## config.mk

```make
export PLATFORM = sky130hd
export DESIGN_NAME = uart_rx
export DESIGN_NICKNAME = d
export VERILOG_FILES = /design/src/rtl/uart_rx_pkg.sv /design/src/rtl/uart_rx_sync_bit.sv /design/src/rtl/uart_rx.sv
export SDC_FILE = /design/constraint.sdc
export NUM_CORES = 1
export LEC_CHECK = 0
export CAP_MARGIN = 20
export CORE_UTILIZATION = 40
export CTS_CLUSTER_DIAMETER = 60
export CTS_CLUSTER_SIZE = 10
export DETAILED_ROUTE_END_ITERATION = 10
export DONT_BUFFER_PORTS = 1
export PLACE_DENSITY = 0.63
export SYNTH_ARGS = -nofsm -noshare
export SYNTH_HDL_FRONTEND = slang
export SYNTH_SLANG_ARGS = --single-unit
export TNS_END_PERCENT = 5
```

## constraint.sdc

```tcl
create_clock -name clk_ext -period 2.9 [get_ports clk_ext]
set_clock_uncertainty 0.05 [all_clocks]
set_input_delay 0.58 -clock clk_ext [delete_from_list [all_inputs] [get_ports clk_ext]]
set_output_delay 0.58 -clock clk_ext [all_outputs]
set_load 0.02 [all_outputs]
```

## src/rtl/uart_rx_pkg.sv

```systemverilog
// uart_rx_pkg: shared definitions for the UART receiver (and the future
// transmitter).
//   - UART_DATA_BITS : data bits per frame
//   - rx_state_e     : receiver FSM state encoding (3 bits)
//   - clks_per_bit() : clock cycles per line bit, truncated
package uart_rx_pkg;

  localparam int UART_DATA_BITS = 8;

  typedef enum logic [2:0] {
    ST_IDLE      = 3'd0,
    ST_START     = 3'd1,
    ST_DATA      = 3'd2,
    ST_PARITY    = 3'd3,
    ST_STOP      = 3'd4,
    ST_WAIT_IDLE = 3'd5
  } rx_state_e;

  function automatic int clks_per_bit(input int clk_hz, input int baud);
    return clk_hz / baud;
  endfunction

endpackage

```

## src/rtl/uart_rx_sync_bit.sv

```systemverilog
// sync_bit: multi-stage flip-flop synchronizer for one asynchronous input.
// Resets to 1 so that an idle-high line (UART, pushbutton, slider) does not
// produce a spurious edge when reset is released.
// Ports:
//   clk_i  destination clock
//   rst_i  asynchronous active-high reset (chain forced to all ones)
//   d_i    asynchronous input
//   q_o    synchronized output, STAGES cycles behind d_i
module sync_bit #(
  parameter int STAGES = 2
) (
  input  logic clk_i,
  input  logic rst_i,
  input  logic d_i,
  output logic q_o
);

  logic [STAGES-1:0] sync_q;

  always_ff @(posedge clk_i or posedge rst_i) begin
    if (rst_i) sync_q <= '1;
    else       sync_q <= {sync_q[STAGES-2:0], d_i};
  end

  assign q_o = sync_q[STAGES-1];

endmodule

```

## src/rtl/uart_rx.sv

```systemverilog
// uart_rx: 8-bit asynchronous serial receiver (8N1, LSB first) with a
// valid/ready holding register.
// Optional: define UART_RX_PARITY_EN for 8E1 frames (adds rx_parity_err).
// Ports:
//   clk_ext        system clock
//   rst_ext        asynchronous active-high reset
//   uart_rxd       raw serial line, idle high, asynchronous
//   rx_data        received byte, stable while rx_valid
//   rx_valid       holding register full
//   rx_ready       consumer accepts when rx_valid & rx_ready
//   rx_frame_err   1-cycle pulse: stop bit sampled low
//   rx_overrun     1-cycle pulse: byte completed while holding register full
//   rx_busy        FSM not idle
//   rx_parity_err  (UART_RX_PARITY_EN only) 1-cycle pulse: even parity fails
module uart_rx
  import uart_rx_pkg::*;
#(
  parameter int CLK_FREQ_HZ = 100000000,
  parameter int BAUD_RATE   = 115200,
  parameter int SYNC_STAGES = 2
) (
  input  logic       clk_ext,
  input  logic       rst_ext,
  input  logic       uart_rxd,
  output logic [7:0] rx_data,
  output logic       rx_valid,
  input  logic       rx_ready,
  output logic       rx_frame_err,
  output logic       rx_overrun,
  output logic       rx_busy
`ifdef UART_RX_PARITY_EN
  ,
  output logic       rx_parity_err
`endif
);

  localparam int CLKS_PER_BIT = clks_per_bit(CLK_FREQ_HZ, BAUD_RATE);
  localparam int HALF_BIT     = CLKS_PER_BIT / 2;
  localparam int CNT_W        = $clog2(CLKS_PER_BIT);
  localparam int IDX_W        = $clog2(UART_DATA_BITS);

  logic rxd_s;

  sync_bit #(.STAGES(SYNC_STAGES)) u_sync (
    .clk_i (clk_ext),
    .rst_i (rst_ext),
    .d_i   (uart_rxd),
    .q_o   (rxd_s)
  );

  rx_state_e                 state_q;
  logic [CNT_W-1:0]          cnt_q;
  logic [IDX_W-1:0]          bit_idx_q;
  logic [UART_DATA_BITS-1:0] shift_q;
  logic [7:0]                data_q;
  logic                      valid_q;
  logic                      frame_err_q;
  logic                      overrun_q;
  logic                      byte_ok;

  wire half_done = (cnt_q == CNT_W'(HALF_BIT - 1));
  wire bit_done  = (cnt_q == CNT_W'(CLKS_PER_BIT - 1));
  wire accept    = valid_q & rx_ready;

`ifdef UART_RX_PARITY_EN
  logic par_bad_q;
  logic par_err_q;
  assign byte_ok       = ~par_bad_q;
  assign rx_parity_err = par_err_q;
`else
  assign byte_ok = 1'b1;
`endif

  always_ff @(posedge clk_ext or posedge rst_ext) begin
    if (rst_ext) begin
      state_q     <= ST_IDLE;
      cnt_q       <= '0;
      bit_idx_q   <= '0;
      shift_q     <= '0;
      data_q      <= '0;
      valid_q     <= 1'b0;
      frame_err_q <= 1'b0;
      overrun_q   <= 1'b0;
`ifdef UART_RX_PARITY_EN
      par_bad_q   <= 1'b0;
      par_err_q   <= 1'b0;
`endif
    end else begin
      frame_err_q <= 1'b0;
      overrun_q   <= 1'b0;
`ifdef UART_RX_PARITY_EN
      par_err_q   <= 1'b0;
`endif
      if (accept) valid_q <= 1'b0;

      case (state_q)
        ST_IDLE: begin
          cnt_q <= '0;
          if (!rxd_s) state_q <= ST_START;
        end
        ST_START: begin
          if (half_done) begin
            cnt_q     <= '0;
            bit_idx_q <= '0;
            // Line back high at mid start bit: treat as a glitch.
            state_q   <= rxd_s ? ST_IDLE : ST_DATA;
          end else begin
            cnt_q <= cnt_q + CNT_W'(1);
          end
        end
        ST_DATA: begin
          if (bit_done) begin
            cnt_q              <= '0;
            shift_q[bit_idx_q] <= rxd_s;
            bit_idx_q          <= bit_idx_q + IDX_W'(1);
            if (bit_idx_q == IDX_W'(UART_DATA_BITS - 1)) begin
`ifdef UART_RX_PARITY_EN
              state_q <= ST_PARITY;
`else
              state_q <= ST_STOP;
`endif
            end
          end else begin
            cnt_q <= cnt_q + CNT_W'(1);
          end
        end
`ifdef UART_RX_PARITY_EN
        ST_PARITY: begin
          if (bit_done) begin
            cnt_q     <= '0;
            par_bad_q <= ^{shift_q, rxd_s};
            par_err_q <= ^{shift_q, rxd_s};
            state_q   <= ST_STOP;
          end else begin
            cnt_q <= cnt_q + CNT_W'(1);
          end
        end
`endif
        ST_STOP: begin
          if (bit_done) begin
            cnt_q <= '0;
            if (rxd_s) begin
              state_q <= ST_IDLE;
              if (byte_ok) begin
                // A same-cycle accept frees the register, so the load wins.
                if (valid_q && !rx_ready) begin
                  overrun_q <= 1'b1;
                end else begin
                  data_q  <= shift_q;
                  valid_q <= 1'b1;
                end
              end
            end else begin
              frame_err_q <= 1'b1;
              state_q     <= ST_WAIT_IDLE;
            end
          end else begin
            cnt_q <= cnt_q + CNT_W'(1);
          end
        end
        ST_WAIT_IDLE: begin
          // Hold off through a break until the line returns high.
          if (rxd_s) state_q <= ST_IDLE;
        end
        default: state_q <= ST_IDLE;
      endcase
    end
  end

  assign rx_data      = data_q;
  assign rx_valid     = valid_q;
  assign rx_frame_err = frame_err_q;
  assign rx_overrun   = overrun_q;
  assign rx_busy      = (state_q != ST_IDLE);

endmodule

```

== Yosys cells after proc, flatten, opt, wreduce, memory -nomap -nowiden ==
Cells that the tools add are included.

* Bitwise logic cells: 2
* Reduce and logical (&&, ||, !) cells: 12
* Multiplexer cells: 30
* Add/subtract/negate cells: 2
* Equal/unequal tests: 13
* $lt $le $gt $ge: 2

{| class="wikitable"
|+ Operators by type and width
! operator !! number
|-
| $pmux W10 S3 || 1
|-
| $mux W3 || 9
|-
| $mux W10 || 2
|-
| $pmux W3 S5 || 1
|-
| $mux W1 || 13
|-
| $add A10 B1 Y10 const B || 1
|-
| $eq A10 B10 Y1 const B || 1
|-
| $eq A10 B9 Y1 const B || 1
|-
| $ne A2 B2 Y1 const B || 5
|-
| $eq A3 B3 Y1 const B || 3
|-
| $bwmux W8 || 1
|-
| $pmux W3 S2 || 1
|-
| $reduce_and A6 Y1 || 1
|-
| $reduce_bool A3 Y1 || 2
|-
| $lt A3 B4 Y1 const B || 1
|-
| $reduce_and A4 Y1 || 1
|-
| $add A3 B1 Y3 const B || 1
|-
| $demux W1 S3 || 1
|-
| $eq A3 B1 Y1 const B || 1
|-
| $eq A3 B2 Y1 const B || 1
|-
| $ge A3 B1 Y1 const B || 1
|-
| $logic_not A3 Y1 || 1
|-
| $reduce_and A3 Y1 || 1
|-
| $logic_and A1 B1 Y1 || 2
|-
| 8 further kinds || 8
|}

* Logic and storage cells: 70
* Bits in registers: 37
* Bits of input ports: 4
* Output and inout bits: 12

== Logic depth before layout (Yosys ltp) ==
Gate-level depths: netlist of the first run.

* Depth in word-level cells: 6
* Gate-level depth with buffers: 7
* Depth with buffers taken out: 7

== Modules after synthesis ==
A second synthesis of the first run with hierarchy kept.

* Cells, all modules: 181
* Area, all modules: 1973.1 um2

{| class="wikitable"
|+ Modules (own cells, without submodules)
! module !! area each (um2) !! seq. area each (um2) !! instances !! cells an instance
|-
| uart_rx || 1916.8 || 875.8 || 1 || 178
|-
| sync_bit || 56.3 || 52.6 || 1 || 3
|}

== Worst setup path after synthesis of the first run ==
No wires, ideal clock.

* Path type: register to register
* Start: register cnt_q[2]
* End: register shift_q[0]
* Data arrival time: 1.877 ns
* Cell stages (with the launch flop): 6
* Required time: 2.725 ns
* Path buffers: 0
* Setup time: 0.125 ns
* Period minus slack after synthesis: 2.052 ns
* Path slack: 0.848 ns
* Cells stage by stage: dfrtp_1 or3b_4 nor3_4 nand3b_1 nor3_1 mux2_2

* Word-level cells in the longest chain between the ends: 2

{| class="wikitable"
|+ Ends and longest elaborated chain
! element !! line !! source
|-
| start: declaration || uart_rx.sv:52 || <nowiki>logic [CNT_W-1:0] cnt_q;</nowiki>
|-
| start signal: assignment || uart_rx.sv:108 || <nowiki>cnt_q <= cnt_q + CNT_W'(1);</nowiki>
|-
| start signal: assignment || uart_rx.sv:124 || <nowiki>cnt_q <= cnt_q + CNT_W'(1);</nowiki>
|-
| start signal: assignment || uart_rx.sv:158 || <nowiki>cnt_q <= cnt_q + CNT_W'(1);</nowiki>
|-
| $eq A10 B10 Y1 || uart_rx.sv:62 || <nowiki>wire bit_done = (cnt_q == CNT_W'(CLKS_PER_BIT - 1));</nowiki>
|-
| $reduce_and A2 Y1 (no source line) || -- ||
|-
| end signal: indexed assignment || uart_rx.sv:114 || <nowiki>shift_q[bit_idx_q] <= rxd_s;</nowiki>
|-
| end: declaration || uart_rx.sv:54 || <nowiki>logic [UART_DATA_BITS-1:0] shift_q;</nowiki>
|}

Every way passes these cells.
A chain may end at the register's enable or synchronous reset.

== Final worst setup path of the first run ==
* Start: register cnt_q[2]
* End: register data_q[2] (netlist: rx_data[2])

* Word-level cells in the longest chain between the ends: 2

{| class="wikitable"
|+ Ends and longest elaborated chain
! element !! line !! source
|-
| $eq A10 B10 Y1 || uart_rx.sv:62 ||
|-
| $reduce_and A4 Y1 (no source line) || -- ||
|-
| end signal: assignment || uart_rx.sv:149 || <nowiki>data_q <= shift_q;</nowiki>
|-
| end: declaration || uart_rx.sv:55 || <nowiki>logic [7:0] data_q;</nowiki>
|}

Every way passes these cells.

==> results of run 1 <==
-- power by group through the flow --
stage          sequential [mW]  combinational [mW]  clock (mW)
2_1_floorplan            0.529              0.0101           0
3_3_place_gp             0.531              0.0120           0
5_1_grt                  0.521              0.0141       0.563
3_5_place_dp             0.531              0.0128           0
6_report                 0.521              0.0116       0.536
4_1_cts                  0.521              0.0127       0.548
-- cell usage after synthesis (4+ instances only) --
library cell and instances:
nor2_1 8, nand3_2 4, mux2_2 13, dfrtp_1 35, a21oi_1 5, nand2b_1 4
inv_1 7, mux2_4 4, a31oi_1 6, nor3_1 6, nand2_1 15, ha_1 4
-- registers in the layout, summed over array words and instances (netlist names) --
register,count
rx_frame_err,1
bit_idx_q,3
rx_valid,1
state_q,3
rx_overrun,1
rx_data,8
cnt_q,10
u_sync.sync_q,2
shift_q,8
-- logic make-up after synthesis --
logic type / Yosys count
flops: 37
buf+inv: 12
xor+xnor: 1
mux: 20
fa+ha+maj: 4
compound gates: 28
simple gates: 61
-- area by class of cell --
cell class	count	area (um2)
clock inverter	3	68.82
fill	418	2392
tap	52	65.06
sequential	37	928.4
timing repair buffer	1	7.507
inverter	7	26.28
multi-input combinational	114	887.1
clock buffer	5	68.82
-- how the worst max path moves through the flow --
stage	start	endpoint	slack, ns	depth (start not counted)
after floorplan	cnt_q[2]$_DFFE_PP0P_	shift_q[0]$_DFFE_PP0P_	0.85	5
after global placement	cnt_q[2]$_DFFE_PP0P_	rx_data[6]$_DFFE_PP0P_	0.63	4
after detailed placement	cnt_q[2]$_DFFE_PP0P_	rx_data[2]$_DFFE_PP0P_	0.53	4
after CTS	cnt_q[2]$_DFFE_PP0P_	rx_data[2]$_DFFE_PP0P_	0.52	4
after global routing	cnt_q[0]$_DFFE_PP0P_	rx_data[2]$_DFFE_PP0P_	0.41	5
final	cnt_q[2]$_DFFE_PP0P_	rx_data[2]$_DFFE_PP0P_	0.57	4
-- layer usage --
| metal | part of all wire | global-route usage | vias up |
|---|---|---|---|
| met3 | 0.029 | 0.03989 | 7 |
| li1 | - | - | 600 |
| met4 | 0.013 | 0.04667 | 0 |
| met5 | 0 | 0 | - |
| met1 | 0.47 | 0.1980 | 611 |
| met2 | 0.49 | 0.2492 | 18 |
-- per-stage QoR --
stage | instance area [um2] | setup WS, ns | power [mW] | cells | utilization
6_report | 2052 | 0.5727 | 1.068 | 219 | 0.4617
3_3_place_gp | 1914 | 0.6263 | 0.5430 | 211 | 0.4307
2_1_floorplan | 1881 | 0.8479 | 0.5388 | 163 | -
4_1_cts | 2052 | 0.5222 | 1.082 | 219 | 0.4617
5_1_grt | 2052 | 0.4090 | 1.098 | 219 | 0.4617
3_5_place_dp | 1914 | 0.5306 | 0.5439 | 211 | 0.4307
==> results.md, run 1 <==
* Placement Rows at 24
* Class of the tightest hold or removal check: in -> async
* Synth area leader: dfrtp_1
* Simple-Gate Fraction of Synth Area at 0.2023
* Commonest non-fill, non-tap cell in the layout: dfrtp_1
* Mapped Nets at 171
* Leak at 0.9623 nW
* Yosys reg bits at 37
* Synthesis-to-layout area growth at 9.115%
* Crit-path max FO at 10
* Die footprint at 4979 um2
* Worst Tran Pin Value at roughly 0.52 ns
* CTS sink count at 37
* Post-route setup TNS at 0 ns
* Tmin final at 2.327 ns
* Vias per cell at between 5 and 6
* Reg2Reg Capture Point: rx_data[2]$_DFFE_PP0P_
* CTS Buf Count at 5
* Multiplexer share of the synthesized area at 0.1257
* Post-synth cell types at 49
* CP top delay family: simple AND/OR/NAND/NOR gates
* Fmax at roughly 430 MHz
* Max Cap Viol at 0
* DP Wirelength at 2.362 mm
* Pint at roughly 0.87 mW
* Post-synth top flop: dfrtp_1
* CP cell instances: or3b_4 > nor3_4 > and3_1 > mux2_2
* Crit-path max cell delay at about 0.49 ns
* Top cell type's share of synthesized area at 0.4657
* Final setup vio count at 0
* Net Sw Power at 0.2020 mW
* Number of synthesized flops with an enable pin at 0
* Horiz. Die Dim at 70.57 um
* Io pins at 16
* Failing checks: DRC
* Antenna cells at 0
* Final hold vios at 0
* Final Cycle Share at 0.8025
* Detailed-route via count at 1236
* Crit end category: flip-flop
* DRT antenna net count at 0
* Post-cts resize count at 0
* Net Sw Frac at 0.1891
* Synth Area in Compound Gates at 0.1124
* WP data arrival at 2.46 ns
* Reg2Reg Depth at 4
* Clk buf depth at 2
* Reg2reg start: cnt_q[2]$_DFFE_PP0P_
* Routability congestion estimate at 0.8157
* PD cells at 520.6 nW/um2
* Share of cells above drive strength 1 at 0.2635
* Final hold slack at 0.2271 ns
* Post-synthesis async set-or-reset flop share at 1.000
* CTS tree: built
* Adder-cell share of the synthesized area at 0.02661
* Total track usage at 0.1516
* WP buf/inv at 0
* Warnings from Yosys at 0
* Status: complete, but fails checks
* RSZ-0062 raised after global routing: no
* Sequential fraction of design power at 0.488
* Core Area at 4444 um2
* Crit path kind: reg -> reg
* Final #Nets at 174
* Cells after Synth at approximately 160
* CP max-delay cell: and3_1
* Largest net degree at the start of global routing at 38
* First-pass GRT wire length at 5.913 mm
* Initial core utilization at 0.4231
* Clk_lat worst skew at 0.29 ns
* Clk network pwr share at 0.501
* Hold_buf cts at 0
* FF-to-FF setup slack at 0.57 ns
* Most frequent cells in the layout: dfrtp_1, nand2_1, mux2_2, nor2_1, inv_1
* Largest family of logic cells by synthesized area: simple AND/OR/NAND/NOR gates
* Gr ovfl total at 0
* Vias in the first global route at 1244
* Worst Path Required at 3.03 ns
* 1st-iter DRT viols at just over 50
* Slew headroom at 0.6495
* DR DRC count at 2
* WL/cell at 15.06 um
* Sequential share of the synthesized area at 0.4937
* CTS root buf: clkbuf_8
* Worst VDD drop at 0.3321 mV
* DIE HEIGHT at 70.57 um
* Xor and xnor area share after synthesis at 0.004657
* Comb pwr share at 0.011
* Final WL at 3.298 mm
* DRT Pass-1 Iters at 7
* Register clock-pin slew on the reported worst setup and hold paths at 0.08 ns
* Initial antenna violation count at 0
* Fin. max-slew vios at 0
* Synth Cell Area at 1881 um2
* Setup bufs post-CTS at 0
* Port-buffer cells at 0
* CP Launch Type: flip-flop
* Clock H-tree levels at 2
* Mean Syn Cell Area at 11.54 um2
* Ranking of synthesized cells by area: dfrtp_1, mux2_2, mux2_4
(Power assumes the default switching activity.)
==> run 2, diff against run 1 <==
PLACE_DENSITY = 0.65   (was 0.63)
clock period = 2.05 ns   (was 2.9 ns; I/O delays follow)
==> run 2 against run 1 <==
Compared with the run above: the run now ends clean; routed wire length grew 11%; first-iteration DRC count is the same; total power increased by 32%; largest power group is now sequential cells.
==> results.md, run 2 (synthesized netlist as in run 1, its figures left out) <==
* DRT Pass-1 Iters at 4
* Worst Tran Pin Value at 0.4602 ns
* Hold_buf cts at 0
* CTS sink count at 37
* Largest net degree at the start of global routing at 38
* DIE HEIGHT at 70.57 um
* Class of the tightest hold or removal check: in -> async
* Vias per cell at around 5.7
* CP Launch Type: flip-flop
* Final Cycle Share at 0.9982
* PD cells at 649.0 nW/um2
* DR DRC count at 0
* Most frequent cells in the layout: dfrtp_1, nand2_1, buf_4, mux2_2, nor2_1
* Final hold vios at 0
* Fmax at 488.7 MHz
* Top reg by flops: cnt_q
* Fillers at 415
* Synthesis-to-layout area growth at 15.44%
* Initial core utilization at 0.4231
* Crit-path max FO at 10
* WL/cell at between 15 and 20 um
* Antenna cells at 0
* Leak at 1.026 nW
* Port-buffer cells at 0
* Total track usage at 0.1591
* Final hold slack at 0.06425 ns
* Max reg flops at 10
* DP Wirelength at 2.630 mm
* RSZ-0062 raised after global routing: yes
* Fin. max-slew vios at 0
* Setup bufs post-CTS at 0
* Tmin final at 2.046 ns
* Clock H-tree levels at 2
* CTS Buf Count at 5
* Status: complete, no violations
* Share of cells above drive strength 1 at 0.3260
* Final setup vio count at 0
* DRT antenna net count at 0
* Io pins at 16
* Slew headroom at 0.6932
* Gr ovfl total at 0
* Crit end category: flip-flop
* Final #Nets at 188
* 1st-iter DRT viols at 51
* Clk buf depth at 2
* Max Cap Viol at 0
* CTS tree: built
* First-pass GRT wire length at 6.078 mm
* CTS root buf: clkbuf_8
* Commonest non-fill, non-tap cell in the layout: dfrtp_1
* Seq. cell area at approximately 930 um2
* Worst VDD drop at around 0.37 mV
* Detailed-route via count at ~1300
* Area of the multi-input gates at 904.6 um2
* Layout Cells excl Fill at 233
* Initial antenna violation count at 0
* Core Area at between 4000 and 5000 um2
* Register clock-pin slew on the reported worst setup and hold paths at 0.08 ns
* Routability congestion estimate at between 0.8 and 0.9
* Crit path kind: reg -> reg
* Final WL at 3.666 mm
* WP data arrival at between 2 and 2.5 ns
* Placement Rows at 24
* Inst Count DP at approximately 230
* Vias in the first global route at 1366
* Clk_lat worst skew at ~0.29 ns
* Die footprint at between 4000 and 5000 um2
* Horiz. Die Dim at 70.57 um
* Worst Path Required at between 2 and 2.5 ns
[run 2: report_power, final]
part	switching, mW	leakage (nW)	internal (mW)
clock	0.260	0.0574	0.395
sequential	0.00379	0.494	0.733
combinational	0.0138	0.475	0.00277
total	0.277	1.03	1.13
[run 2: layout make-up]
cell class,count,share of cell area
multi-input cells,114,0.4167
clock inverters,2,0.01729
well taps,52,0.02997
repair buffers,15,0.05764
flip-flops and latches,37,0.4282
clock buffers,6,0.03804
inverters,7,0.01210
[run 2: worst paths after layout]
check / slack [ns] / cells after the start / end / startpoint
hold reg to reg: 0.31 / 0 / u_sync.sync_q[1]$_DFF_PP1_ / u_sync.sync_q[0]$_DFF_PP1_
setup reg to reg: 0.004 / 5 / cnt_q[5]$_DFFE_PP0P_ / cnt_q[2]$_DFFE_PP0P_
setup / recovery: 0.004 / 5 / cnt_q[5]$_DFFE_PP0P_ / cnt_q[2]$_DFFE_PP0P_
min in group clk_ext: 0.06 / 0 / u_sync.sync_q[0]$_DFF_PP1_ / uart_rxd
hold / removal: 0.06 / 2 / rx_data[6]$_DFFE_PP0P_ / rst_ext
max in group asynchronous: 1.54 / 2 / cnt_q[0]$_DFFE_PP0P_ / rst_ext
[run 2: routing by layer]
metal / vias up / GRT usage / wire length [um]
met1: 663 / 0.1845 / 1630
li1: 631 / - / -
met3: 7 / 0.05698 / 174
met4: 0 / 0.06222 / 49
met5: - / 0 / 0
met2: 38 / 0.2708 / 1812
[run 2: what timing repair did]
action / in CTS / in global routing
endpoints found under the hold margin: 0 / 0
pin swaps: 2 / 3
endpoints found under the setup margin: 3 / 16
gates resized for setup: 1 / 3
gates cloned: 0 / 0
[run 2: metrics by stage]
| step | utilization | setup slack [ns] | total power, mW | area (um2) | setup TNS, ns |
|---|---|---|---|---|---|
| 3_3_place_gp | 0.4572 | 0.05731 | 0.7682 | 2032 | 0 |
| 6_report | 0.4885 | 0.003747 | 1.409 | 2171 | 0 |
| 2_1_floorplan | - | 0.01640 | 0.7622 | 1881 | 0 |
| 3_5_place_dp | 0.4572 | -0.03328 | 0.7689 | 2032 | -0.03929 |
| 5_1_grt | 0.4885 | -0.04147 | 1.461 | 2171 | -0.1349 |
| 4_1_cts | 0.4871 | -0.01458 | 1.426 | 2165 | -0.01458 |
[run 2: worst max-delay path: stages (launching register included)]
cell	delay, ns
dfrtp_1	0.38
or3b_4	0.43
or4b_4	0.55
o2bb2ai_4	0.20
a31oi_1	0.24
a31oi_1	0.07
